### config.mk
export PLATFORM = sky130hd
export DESIGN_NAME = encoder_pulse_t
export DESIGN_NICKNAME = d
export VERILOG_FILES = /design/src/rtl/encoder_pulse_t.sv
export SDC_FILE = /design/constraint.sdc
export NUM_CORES = 1
export LEC_CHECK = 0
export CAP_MARGIN = 20
export CORE_UTILIZATION = 50
export DETAILED_ROUTE_END_ITERATION = 10
export PLACE_DENSITY = 0.85
export SLEW_MARGIN = 20
export SYNTH_ARGS = -nofsm -noshare
export SYNTH_HDL_FRONTEND = slang
export SYNTH_SLANG_ARGS = --single-unit
### constraint.sdc
create_clock -name clock -period 2.85 [get_ports clock]
set_clock_uncertainty 0.05 [all_clocks]
set_input_delay 0.7125 -clock clock [delete_from_list [all_inputs] [get_ports clock]]
set_output_delay 0.7125 -clock clock [all_outputs]
set_load 0.02 [all_outputs]
### src/rtl/encoder_pulse_t.sv
// Race-logic pulse encoder: turns a thermometer word into a single line pulse
// whose delay from frame start equals the number of cleared upper bits.
module encoder_pulse_t #(
   parameter int unsigned MAX_VALUE = 8
) (
   input  logic                 clock,
   input  logic                 reset,
   input  logic [MAX_VALUE-1:0] incoming_value,
   input  logic                 incoming_valid,
   output logic                 incoming_ready,
   output logic                 incoming_code_error,
   output logic                 outgoing_frame_start,
   output logic                 outgoing_busy,
   output logic                 outgoing_line
);

   localparam int unsigned CNT_W = $clog2(MAX_VALUE + 1);
   localparam logic [CNT_W-1:0] LAST = CNT_W'(MAX_VALUE);
   localparam logic [MAX_VALUE-1:0] ALL_ONES = '1;

   typedef enum logic {
      IDLE,
      RUN
   } state_t;

   state_t           state;
   logic [CNT_W-1:0] count;
   logic [CNT_W-1:0] count_nxt;
   logic [CNT_W-1:0] k_reg;
   logic [CNT_W-1:0] top_len;
   logic [CNT_W-1:0] dec_k;
   logic             dec_legal;
   logic             at_last;
   logic             transfer;

   // Delay depends only on the most significant set bit; zero decodes to "no spike".
   always_comb begin
      top_len = '0;
      for (int unsigned i = 0; i < MAX_VALUE; i++) begin
         if (incoming_value[i]) top_len = CNT_W'(i + 1);
      end
      dec_k     = LAST - top_len;
      dec_legal = (incoming_value == (ALL_ONES >> dec_k));
   end

   assign at_last        = (state == RUN) && (count == LAST);
   assign incoming_ready = (state == IDLE) || at_last;
   assign transfer       = incoming_valid && incoming_ready;
   assign count_nxt      = count + CNT_W'(1);

   always_ff @(posedge clock) begin
      if (reset) begin
         state                <= IDLE;
         count                <= '0;
         k_reg                <= LAST;
         outgoing_line        <= 1'b0;
         outgoing_frame_start <= 1'b0;
         outgoing_busy        <= 1'b0;
         incoming_code_error  <= 1'b0;
      end else begin
         outgoing_frame_start <= 1'b0;
         incoming_code_error  <= 1'b0;
         if (transfer) begin
            // Also covers the back-to-back case on the last frame cycle.
            state                <= RUN;
            count                <= '0;
            k_reg                <= dec_k;
            outgoing_line        <= (dec_k == '0);
            outgoing_frame_start <= 1'b1;
            outgoing_busy        <= 1'b1;
            incoming_code_error  <= ~dec_legal;
         end else if (state == RUN) begin
            if (at_last) begin
               state         <= IDLE;
               count         <= '0;
               outgoing_busy <= 1'b0;
               outgoing_line <= 1'b0;
            end else begin
               count         <= count_nxt;
               outgoing_line <= (count_nxt == k_reg) && (k_reg != LAST);
            end
         end
      end
   end

endmodule

### Yosys cells after proc, flatten, opt, wreduce, memory -nomap -nowiden

Cells that the tools add are included.

* add/subtract/negate cells: 2
* eq/ne operators: 4
* shifts and indexed selects: 1
* multiplexer cells: 19
* bitwise gates (word level): 3
* reductions and logical operators: 10

Operators with widths (count)
* 2-to-1 mux 4 bit: 6
* 2-to-1 mux 1 bit: 11
* == test 8 bit: 1
* right shift 8 x 4 -> 8 bit, first input constant: 1
* adder 4 x 1 -> 4 bit, second input constant: 1
* == test 4 bit: 1
* == test 4 bit, second input constant: 1
* zero test 4 bit: 1
* 2-to-1 mux 2 bit: 2
* inequality test 4 bit, second input constant: 1
* nonzero test 2 bit: 2
* OR reduction 2 bit: 2
* subtractor 4 bit, first input constant: 1
* logical AND 1 bit: 3
* NOT 1 bit: 3
* AND reduction 2 bit: 1
* logical OR 1 bit: 1

* bits in registers: 13
* input port bits: 11
* output and inout bits: 5
* word-level logic and storage cells: 46

### Logic depth before layout (Yosys ltp)

* depth after elaboration: 12
* gate-level depth with buffers: 9
* mapped depth without buffers: 9

### Worst setup path before layout

OpenSTA, ideal clock, no wires.

* path type: input to register
* start point: input incoming_value[1]
* end point: register incoming_code_error
* setup time: 0.070 ns
* arrival time: 2.109 ns
* required time: 2.730 ns
* setup slack: 0.621 ns
* stages on the path: 9
* path buffers: 0
* path through: nand2b_1 a221o_1 a21oi_2 ha_1 inv_1 nand2_1 and3_1 o21ai_0 o2bb2ai_1

* word-level cells in the longest chain between the ends: 11

Ends and longest elaborated chain
* from (decl): RTL line 8 `input logic [MAX_VALUE-1:0] incoming_value,`
* 2-to-1 mux 2 bit (2 in series): RTL line 40 `if (incoming_value[i]) top_len = CNT_W'(i + 1);`
* 2-to-1 mux 4 bit (5 in series): RTL line 40
* subtractor 4 bit: RTL line 42 `dec_k = LAST - top_len;`
* net dec_k[0]: RTL line 31 `logic [CNT_W-1:0] dec_k;`
* right shift 8 x 4 -> 8 bit: RTL line 43 `dec_legal = (incoming_value == (ALL_ONES >> dec_k));`
* == test 8 bit: RTL line 43
* NOT 1 bit: RTL line 71 `incoming_code_error <= ~dec_legal;`
* to (signal assigned): RTL line 71
* to (decl): RTL line 11 `output logic incoming_code_error,`

The timed path passes the listed nets, and every way through them passes these cells.
A chain may end at the register's enable or synchronous reset.

### Worst setup path in the final report

* start point: register count[0]
* end point: output incoming_ready

* word-level cells in the longest chain between the ends: 3

Ends and longest elaborated chain
* from (decl): RTL line 27 `logic [CNT_W-1:0] count;`
* from (signal assigned): RTL line 79 `count <= count_nxt;`
* == test 4 bit: RTL line 46 `assign at_last = (state == RUN) && (count == LAST);`
* logical AND 1 bit: RTL line 46
* logical OR 1 bit: RTL line 47 `assign incoming_ready = (state == IDLE) || at_last;`
* to (decl): RTL line 10 `output logic incoming_ready,`

No other way between the ends.

==> results by group <==
Run status
  • Status: complete, no violations

Drt
  • Total Wirelength: 1830 um
  • WL/cell: 12.3 um
  • Vias/cell: 6.01
  • ANT nets after route: 0
  • Routed vias: 889
  • Drt initial violations: 16
  • Post-route DRC: 0
  • DR pass1 iterations: 4

Synthesis
  • Synth top area share: 30.6%
  • Seq/Total Area, Yosys: 30.6%
  • Netlist cell types: 39
  • Synthesized flop and latch total: 13
  • Syn_nets: 129
  • Post-synth ARST share: 0%
  • Synth Flop Type: dfxtp_1
  • Area leader, netlist: dfxtp_1
  • Synth cell count leaders: nand2_1, nor2_1, dfxtp_1
  • Mapped Area: 851 sq um
  • Top cells by area, synth: dfxtp_1, nand2_1, nor2_1, a21oi_1, ha_1
  • Post-Syn Instances: 114
  • Syn_area_per_cell: 7.46 sq um
  • Synth warn: 0
  • Post-synth EDFFs: 0

Setup path
  • CP max stage cell: clkdlybuf4s50_1
  • Critical Path End Type: output pin
  • Worst setup SP type: flop
  • Crit path buffers/inverters: 2
  • Worst EP required: 2.09 ns
  • Top delay family on crit path: buffers and inverters
  • Max incr delay on CP: 0.57 ns
  • Critical Path, Cell by Cell: inv_1 -> ha_1 -> nand3b_1 -> nand2_1 -> clkdlybuf4s50_1
  • CP Max Fanout: 6
  • CP arrival: 1.90 ns
  • Worst setup path class: flop to output pin

Placed design
  • Setup Slack @ Placement: 0.0287 ns
  • DP Area: 0.00102 sq mm
  • Count of port buffers added during placement: 15
  • GPL Wtd Cong: 0.879
  • Placed cells: 144
  • Detailed placement HPWL: 1390 um

CTS
  • Count of clock tree sinks: 13
  • Clk pin slew, worst setup/hold paths: 0.08 ns
  • CTS tree: built
  • CTS max path bufs: 2
  • Root buffer cell: clkbuf_4
  • CTS buffer count: 3
  • Setup Fix Bufs, Post-CTS: 0
  • H-tree depth: 1
  • Cts hold-fix bufs: 0
  • Clk_lat worst skew: 0.27 ns
  • Post-cts resize count: 0

Hold path
  • Hold Crit Class: flop to flop

STA
  • Final setup TNS: 0 ns
  • Final min period: 2.66 ns
  • Final setup fails: 0
  • Final worst-path cycle share: 93.4%
  • Max-slew headroom: 64.8%
  • Setup WS post-layout: 0.187 ns
  • RSZ-0062 raised after global routing: false
  • Count of final hold-check violations: 0
  • Fmax: 0.376 GHz
  • Least-Margin Pin Slew: 0.526 ns
  • Max Slew Vio Count: 0

Layout
  • Final Non-Filler Cells: 148
  • Nets: 148
  • Register area: 260 sq um
  • Layout area overhead: 23.1%
  • Final Core Density: 67.9%
  • ANT cells: 0
  • Fraction of layout cells with a size suffix above 1: 7.58%
  • Fillers: 130
  • Area occupied by multi-input gates: 534 sq um
  • Design area: 0.00105 sq mm

Floorplanning
  • Core Region: 0.00154 sq mm
  • Row cnt: 14
  • Starting Density: 55.2%
  • Die Ht: 43.3 um
  • Ports: 16
  • Die area: 0.00187 sq mm
  • Chip width: 43.3 um

Job
  • Max-cap violations: 0

GRT
  • GRT overflow: 0
  • GRT met3 Usage: 4.26%
  • M2 GR Usage: 36.1%
  • First-pass GRT wire length: 3270 um
  • Grt peak-use layer: met2
  • Tot GR Track Use: 22.5%
  • Vias in the first global route: 810
  • Number of antenna violations at the first check in global routing: 0
  • Pin count of the biggest net entering global routing: 15
  • GR Layer Usage met1: 28.1%

Power and ir drop
  • Comb power frac: 25.7%
  • Clock power share: 26.4%
  • Int Pwr: 0.299 mW
  • Maximum vdd drop: 0.242 mV
  • P per Cell Area: 406 mW/mm^2
  • Net Sw Frac: 29.7%
  • Seq pwr share: 47.9%
  • Leak: 0.416 nW
  • Sw power: 0.127 mW
[metrics by stage]
| step | power, mW | hold WS (ns) |
|---|---|---|
| 3_3_place_gp | 0.313 | 0.409 |
| 5_1_grt | 0.455 | 0.488 |
| 4_1_cts | 0.428 | 0.457 |
| 2_1_floorplan | 0.270 | 0.400 |
| 3_5_place_dp | 0.316 | 0.413 |
| 6_report | 0.426 | 0.454 |
[cells by family after synthesis]
family	share of synthesized area, %
xor+xnor	4.12
buf+inv	6.62
compound gates	26.5
flops	30.6
simple gates	24.0
fa+ha+maj	5.88
mux	2.35
[cell usage in the layout, fill, tap and decap left out, types with 2 or more instances in the layout]
master           instances
o21ai_0                  7
buf_4                    3
a31oi_1                  2
clkdlybuf4s50_1         15
dfxtp_1                 13
a21oi_1                 10
nand2_1                 14
inv_1                    8
xor2_1                   3
ha_1                     4
mux2i_1                  2
nor3_1                   3
nor2_1                  14
o31ai_1                  2
nand3_1                  3
nand2b_1                 2
clkbuf_4                 3
[worst paths after layout]
path	to	slack, ns	depth (start not counted)	start
max	incoming_ready	0.19	5	count[0]
min	outgoing_busy	0.45	2	outgoing_busy
max reg2reg	k_reg[3]	1.13	6	count[0]
min reg2reg	outgoing_busy	0.45	2	outgoing_busy
[power groups by stage]
stage	clock network [mW]	logic, mW	registers [mW]
6_report	0.112	0.109	0.204
5_1_grt	0.128	0.121	0.206
4_1_cts	0.116	0.109	0.204
3_5_place_dp	0	0.108	0.208
3_3_place_gp	0	0.106	0.208
2_1_floorplan	0	0.0608	0.209
[cell type report]
type                    instances  share of cell area, %
inverters                       9                   3.23
flip-flops and latches         13                   24.9
repair buffers                 18                   16.5
clock buffers                   4                   2.51
well taps                      16                   1.91
multi-input cells              88                   51.0
[worst register-to-register path, cell delays in order, from the launching register on]
cell	delay, ns
dfxtp_1	0.43
inv_1	0.11
ha_1	0.24
nand3b_1	0.18
nand2_1	0.11
and2_2	0.27
o31a_1	0.23
[metal layers]
metal / wire, um / vias up
li1: - / 447
met1: 821 / 412
met2: 914 / 28
met3: 76 / 2
met4: 14 / 0
met5: 0 / -
Power figures use the tool's default switching activity.
==> RTL edit 1 (same settings) <==
Set the parameter `MAX_VALUE` to 4 (it was 8).
--- a/src/rtl/encoder_pulse_t.sv
+++ b/src/rtl/encoder_pulse_t.sv
@@ -2,5 +2,5 @@
 // whose delay from frame start equals the number of cleared upper bits.
 module encoder_pulse_t #(
-   parameter int unsigned MAX_VALUE = 8
+   parameter int unsigned MAX_VALUE = 4
 ) (
    input  logic                 clock,
Interface: changed (resized incoming_value); port bits go from 16 to 12. No check against the original RTL was run, so the function may have changed too.
==> RTL edit 1 against the original RTL <==
Routed wire length down 37%. Sequential cell count down 2. Largest cell class unchanged. Core utilization down 0.71 points. Register-to-register slack better by 0.09 ns. Combinational power down 28%. Worst hold slack worse by 0.018 ns. Sequential share of layout area up 4.6 points. First-iteration DRC count down 69%. Cell area down 29%. Area after synthesis down 30%. Power down 17%. Worst setup slack better by 0.052 ns. Global-route usage down 0.54 points. Clock power down 8%. Highest routed layer is now met3.
==> RTL edit 1: results (changes against the original RTL) <==
Parameter                              Value

Detailed routing
  Sum of routed wire segments on met1    482 um (-41%)
  Routed via count divided by cell count    5.56 (-7.5%)
  Uppermost metal layer occupied by signal nets    met3
  Routed len/inst    12.0 um (-2.5%)
  Number of violations reported at the end of detailed-routing iteration 0    5 (-11)
  Met3 Wirelength    56 um (-26%)
  DR WL met2    605 um (-34%)

Timing
  Headroom to the max-slew limit    71.0% (+6.2 points)

Setup path
  Top fanout value on the critical path    5 (-1)
  Delay of the slowest critical-path stage    0.62 ns (+0.05 ns)
  Critical Path AT    1.85 ns (-0.05 ns)
  Reg2Reg Capture Point    k_reg[0]$_SDFFE_PP0P_

Placement
  Half-perimeter wire length of the detailed placement result    913 um (-34%)
  RePlAce Congestion    0.763 (-13%)
  Placed Instances    91 (-37%)

Pwr
  Part of the power in the clock network    29.2% (+2.8 points)
  Leakage power of the design    0.000298 uW (-28%)
  Worst voltage drop across the vdd grid    0.265 mV (+9.5%)
  Internal power    256 uW (-14%)
  Reg power frac    48.7% (+0.8 points)

Final layout
  Final layout net count    92 (-38%)
  Number of fill cells    103 (-21%)
  Fraction of layout cells with a size suffix above 1    11.1% (+3.5 points)

Logic synthesis
  Cell types occupying the most area after synthesis    sky130_fd_sc_hd__dfxtp_1 37%, sky130_fd_sc_hd__ha_1 6.3%, sky130_fd_sc_hd__nand2_1 3.8%
  Commonest cells post-synth    11 x sky130_fd_sc_hd__dfxtp_1, 6 x sky130_fd_sc_hd__nand2_1, 6 x sky130_fd_sc_hd__nor2_1
  Syn Nets    77 (-40%)
  Share of the synthesized netlist area taken by xor and xnor gates    5.87% (+1.8 points)
  Distinct cell type count after synthesis    31 (-21%)
  Compound-cell area share of the yosys netlist    21.6% (-4.9 points)
  Number of standard cells after synthesis    67 (-41%)
  Area share of fa/ha/maj cells after synthesis    6.29% (+0.41 points)

GRT
  Met3 Resource Use GR    5.49% (+1.2 points)
  Met1 routing resource usage after global routing    24.1% (-4.0 points)
  Met2 usage    41.5% (+5.4 points)
  Number of global-route vias before repair    510 (-37%)
  Global-route wire length before repair    2100 um (-36%)
  Total routing resource utilization after global routing    22.0% (-0.54 points)
  Maximum number of pins on one net before global-route repair    12 (-3)

Min path
  Hold wc startpoint    k_reg[1]$_SDFFE_PP0P_
  Worst-case hold path end point    k_reg[1]$_SDFFE_PP0P_

Run status
  Result of the run    finished, final reports clean

Clocking
  Setup repair bufs after CTS    0 (unchanged)
==> RTL edit 1: changes by cell type after synthesis, sizes merged, moves of 2 or more <==
cell     delta
a2111oi     +2
o21ai       -5
o31ai       -2
o21bai      +2
nand2       -7
nand2b      -2
mux2        +2
inv         -3
clkbuf      -2
nor2        -8
dfxtp       -2
a31oi       -2
a21oi       -8
==> RTL edit 1: through the flow <==
step                      total power [uW]  hold WS, ns  setup slack, ns  area [um^2]
after floorplan                        222        0.401            0.818          597
after global placement                 250        0.419            0.220          721
after detailed placement               253        0.425            0.176          721
after CTS                              357        0.442            0.219          747
after global routing                   380        0.461            0.124          747
final                                  352        0.436            0.239          747
==> RTL edit 1: final cells by class <==
class                           instances  area, um^2  area share (%)
Timing Repair Buffer                   11         110            14.7
Tap cell                               14        17.5            2.35
Multi-Input combinational cell         49         350            46.9
Inverter                                6        22.5            3.02
Clock buffer                            4        26.3            3.52
Sequential cell                        11         220            29.5
==> RTL edit 2 (same settings) <==
Made on the original files. Register the output `incoming_code_error` once more; this adds one clock of latency there. The other outputs are not delayed to match.
--- a/src/rtl/encoder_pulse_t.sv
+++ b/src/rtl/encoder_pulse_t.sv
@@ -23,4 +23,6 @@
       RUN
    } state_t;
+
+   logic incoming_code_error_s0;
 
    state_t           state;
@@ -57,8 +59,8 @@
          outgoing_frame_start <= 1'b0;
          outgoing_busy        <= 1'b0;
-         incoming_code_error  <= 1'b0;
+         incoming_code_error_s0 <= 1'b0;
       end else begin
          outgoing_frame_start <= 1'b0;
-         incoming_code_error  <= 1'b0;
+         incoming_code_error_s0 <= 1'b0;
          if (transfer) begin
             // Also covers the back-to-back case on the last frame cycle.
@@ -69,5 +71,5 @@
             outgoing_frame_start <= 1'b1;
             outgoing_busy        <= 1'b1;
-            incoming_code_error  <= ~dec_legal;
+            incoming_code_error_s0 <= ~dec_legal;
          end else if (state == RUN) begin
             if (at_last) begin
@@ -84,4 +86,8 @@
    end
 
+   always_ff @(posedge clock) begin
+      incoming_code_error <= incoming_code_error_s0;
+   end
+
 endmodule
 
Formal check against the unedited RTL: not equivalent (Yosys sat finds a counterexample within 4 cycles, from zero or initial values and one cycle with reset high).
==> RTL edit 2 against the original RTL <==
Synthesized cell count down 7.0%. Critical path type unchanged. Register-to-register slack gained 0.03 ns. Sequential share of layout area up 0.87 points. Area after synthesis fell by 0.59%. Final cell count decreased by 2.0%. Sequential cell count rose by 1. Power grew 2.7%. Global-route usage is 0.84 points higher. Worst setup slack improved by 0.010 ns. Clock power fell by 4%. Critical endpoint unchanged. Cell area rose by 4.1%. Routed wire length up 3.7%. Worst hold slack got worse by 0.17 ns.
==> RTL edit 2: results (changes against the original RTL) <==
Parameter                              Value

Run status
  Result of the run    finished, final reports clean

Setup path
  Critical Path AT    between 1.5 and 2 ns
  Crit path depth    5 (unchanged)
  Internal reg-to-reg setup slack    1.16 ns (+0.03 ns)
  Reg2Reg Capture Point    k_reg[1]$_SDFFE_PP0P_
  Delay of the slowest critical-path stage    0.62 ns (+0.05 ns)
  Critical Path Start    count[0]$_SDFFE_PP0P_
  Top fanout value on the critical path    8 (+2)

Clocking
  Setup repair bufs after CTS    0 (unchanged)
  Buffer type at the clock tree root    sky130_fd_sc_hd__clkbuf_4
  Number of levels in the clock H-tree    1 (unchanged)
  Clock buffers created by TritonCTS    3 (unchanged)
  Clock transition at the registers of the reported paths    0.07 ns
  Max clock buf depth    2 (unchanged)
  Gates resized, CTS repair    0 (unchanged)

Pwr
  Switch share    28.2% (-1.5 points)
  Leakage power of the design    0.000437 uW (+5.0%)
  Worst voltage drop across the vdd grid    0.283 mV (+17%)

Logic synthesis
  Number of warnings issued by yosys    0 (unchanged)
  Seq/Total Area, Yosys    33.1% (+2.5 points)
  Syn Nets    121 (-6.2%)
  Distinct cell type count after synthesis    34 (-13%)
  Share of flip-flops with an asynchronous set or reset after synthesis    0% (unchanged)
  Cell types occupying the most area after synthesis    sky130_fd_sc_hd__dfxtp_1 33%, sky130_fd_sc_hd__ha_1 5.9%, sky130_fd_sc_hd__nor2_1 5.3%
  Commonest cells post-synth    14 x sky130_fd_sc_hd__dfxtp_1, 12 x sky130_fd_sc_hd__nor2_1, 9 x sky130_fd_sc_hd__nand2_1

GRT
  Initial antenna violation count    0 (unchanged)
  Number of global-route vias before repair    783 (-3.3%)
  Maximum number of pins on one net before global-route repair    13 (-2)
  Total routing resource utilization after global routing    23.4% (+0.84 points)
  Global-route wire length before repair    3240 um (-0.83%)

Placement
  Half-perimeter wire length of the detailed placement result    1510 um (+8.6%)
  RePlAce Congestion    0.812 (-7.7%)
  Post-DP Area    1070 um^2 (+4.5%)

Final layout
  Fraction of layout cells with a size suffix above 1    12.4% (+4.8 points)
  Number of fill cells    124 (-4.6%)
  Diode insertion count for antenna repair    0 (unchanged)
  Final layout net count    146 (-1.4%)

Detailed routing
  Sum of routed wire segments on met1    915 um (+11%)
  Initial DRT Pass Iterations    4 (unchanged)
  DR WL met2    889 um (-2.7%)
  Met3 Wirelength    80 um (+5.3%)
  Number of violations reported at the end of detailed-routing iteration 0    25 (+9)
  Final WL    1900 um (+3.7%)
  Routed via count divided by cell count    5.77 (-4.0%)

Timing
  Headroom to the max-slew limit    71.8% (+7.0 points)

Min path
  Hold crit path type    reg2reg
[RTL edit 2: cell count changes after synthesis, moves of 2 or more]
cell,change
sky130_fd_sc_hd__nor2_1,-2
sky130_fd_sc_hd__inv_1,-2
sky130_fd_sc_hd__a31oi_1,+2
sky130_fd_sc_hd__o31ai_1,-2
sky130_fd_sc_hd__o21bai_1,+2
sky130_fd_sc_hd__a21oi_1,-3
sky130_fd_sc_hd__nand2_1,-5
sky130_fd_sc_hd__o21ai_0,-4
sky130_fd_sc_hd__nor3b_1,+2
sky130_fd_sc_hd__nor3_1,+2
sky130_fd_sc_hd__xnor2_1,+3
[RTL edit 2: per-stage QoR]
step                      setup WS, ns  cells  utilization [%]
after detailed placement       -0.0458    142             69.2
after CTS                        0.170    145             70.7
final                            0.197    145             70.7
after global placement          0.0392    142             69.2
after floorplan                  0.530    106                -
after global routing            0.0898    145             70.7
[RTL edit 2: metal layers]
metal / vias to the layer above / track usage [%]
li1: 432 / -
met3: 2 / 7.66
met5: - / 0
met2: 19 / 37.6
met1: 383 / 29.4
met4: 0 / 7.27
[RTL edit 2: cell type report]
| cell class | count | area [um^2] | area share, % |
|---|---|---|---|
| Clock buffer | 3 | 22.5 | 2.07 |
| Inverter | 6 | 22.5 | 2.07 |
| Multi-Input combinational cell | 82 | 527 | 48.3 |
| Sequential cell | 14 | 280 | 25.7 |
| Tap cell | 16 | 20.0 | 1.84 |
| Timing Repair Buffer | 24 | 218 | 20.0 |
[RTL edit 2: worst min-delay path by stage]
stage	to	cells after the start	slack, ns	startpoint
final	incoming_code_error$_DFF_P_	0	0.28	incoming_code_error_s0$_SDFF_PP0_
after global placement	incoming_code_error$_DFF_P_	0	0.26	incoming_code_error_s0$_SDFF_PP0_
after global routing	incoming_code_error$_DFF_P_	0	0.30	incoming_code_error_s0$_SDFF_PP0_
after detailed placement	incoming_code_error$_DFF_P_	0	0.27	incoming_code_error_s0$_SDFF_PP0_
after floorplan	incoming_code_error$_DFF_P_	0	0.26	incoming_code_error_s0$_SDFF_PP0_
after CTS	incoming_code_error$_DFF_P_	0	0.28	incoming_code_error_s0$_SDFF_PP0_
[RTL edit 2: power by group through the flow]
stage / logic [uW] / registers, uW / clock network, uW
6_report: 113 / 217 / 107
5_1_grt: 125 / 218 / 119
3_5_place_dp: 112 / 221 / 0
4_1_cts: 113 / 217 / 110
2_1_floorplan: 62.6 / 221 / 0
3_3_place_gp: 110 / 220 / 0
[RTL edit 2: kinds of logic after synthesis]
logic type | after synthesis | synth area share (%)
xor+xnor | 6 | 6.21
mux | 3 | 3.55
flops | 14 | 33.1
buf+inv | 10 | 4.58
fa+ha+maj | 4 | 5.92
simple gates | 44 | 27.4
compound gates | 25 | 19.2
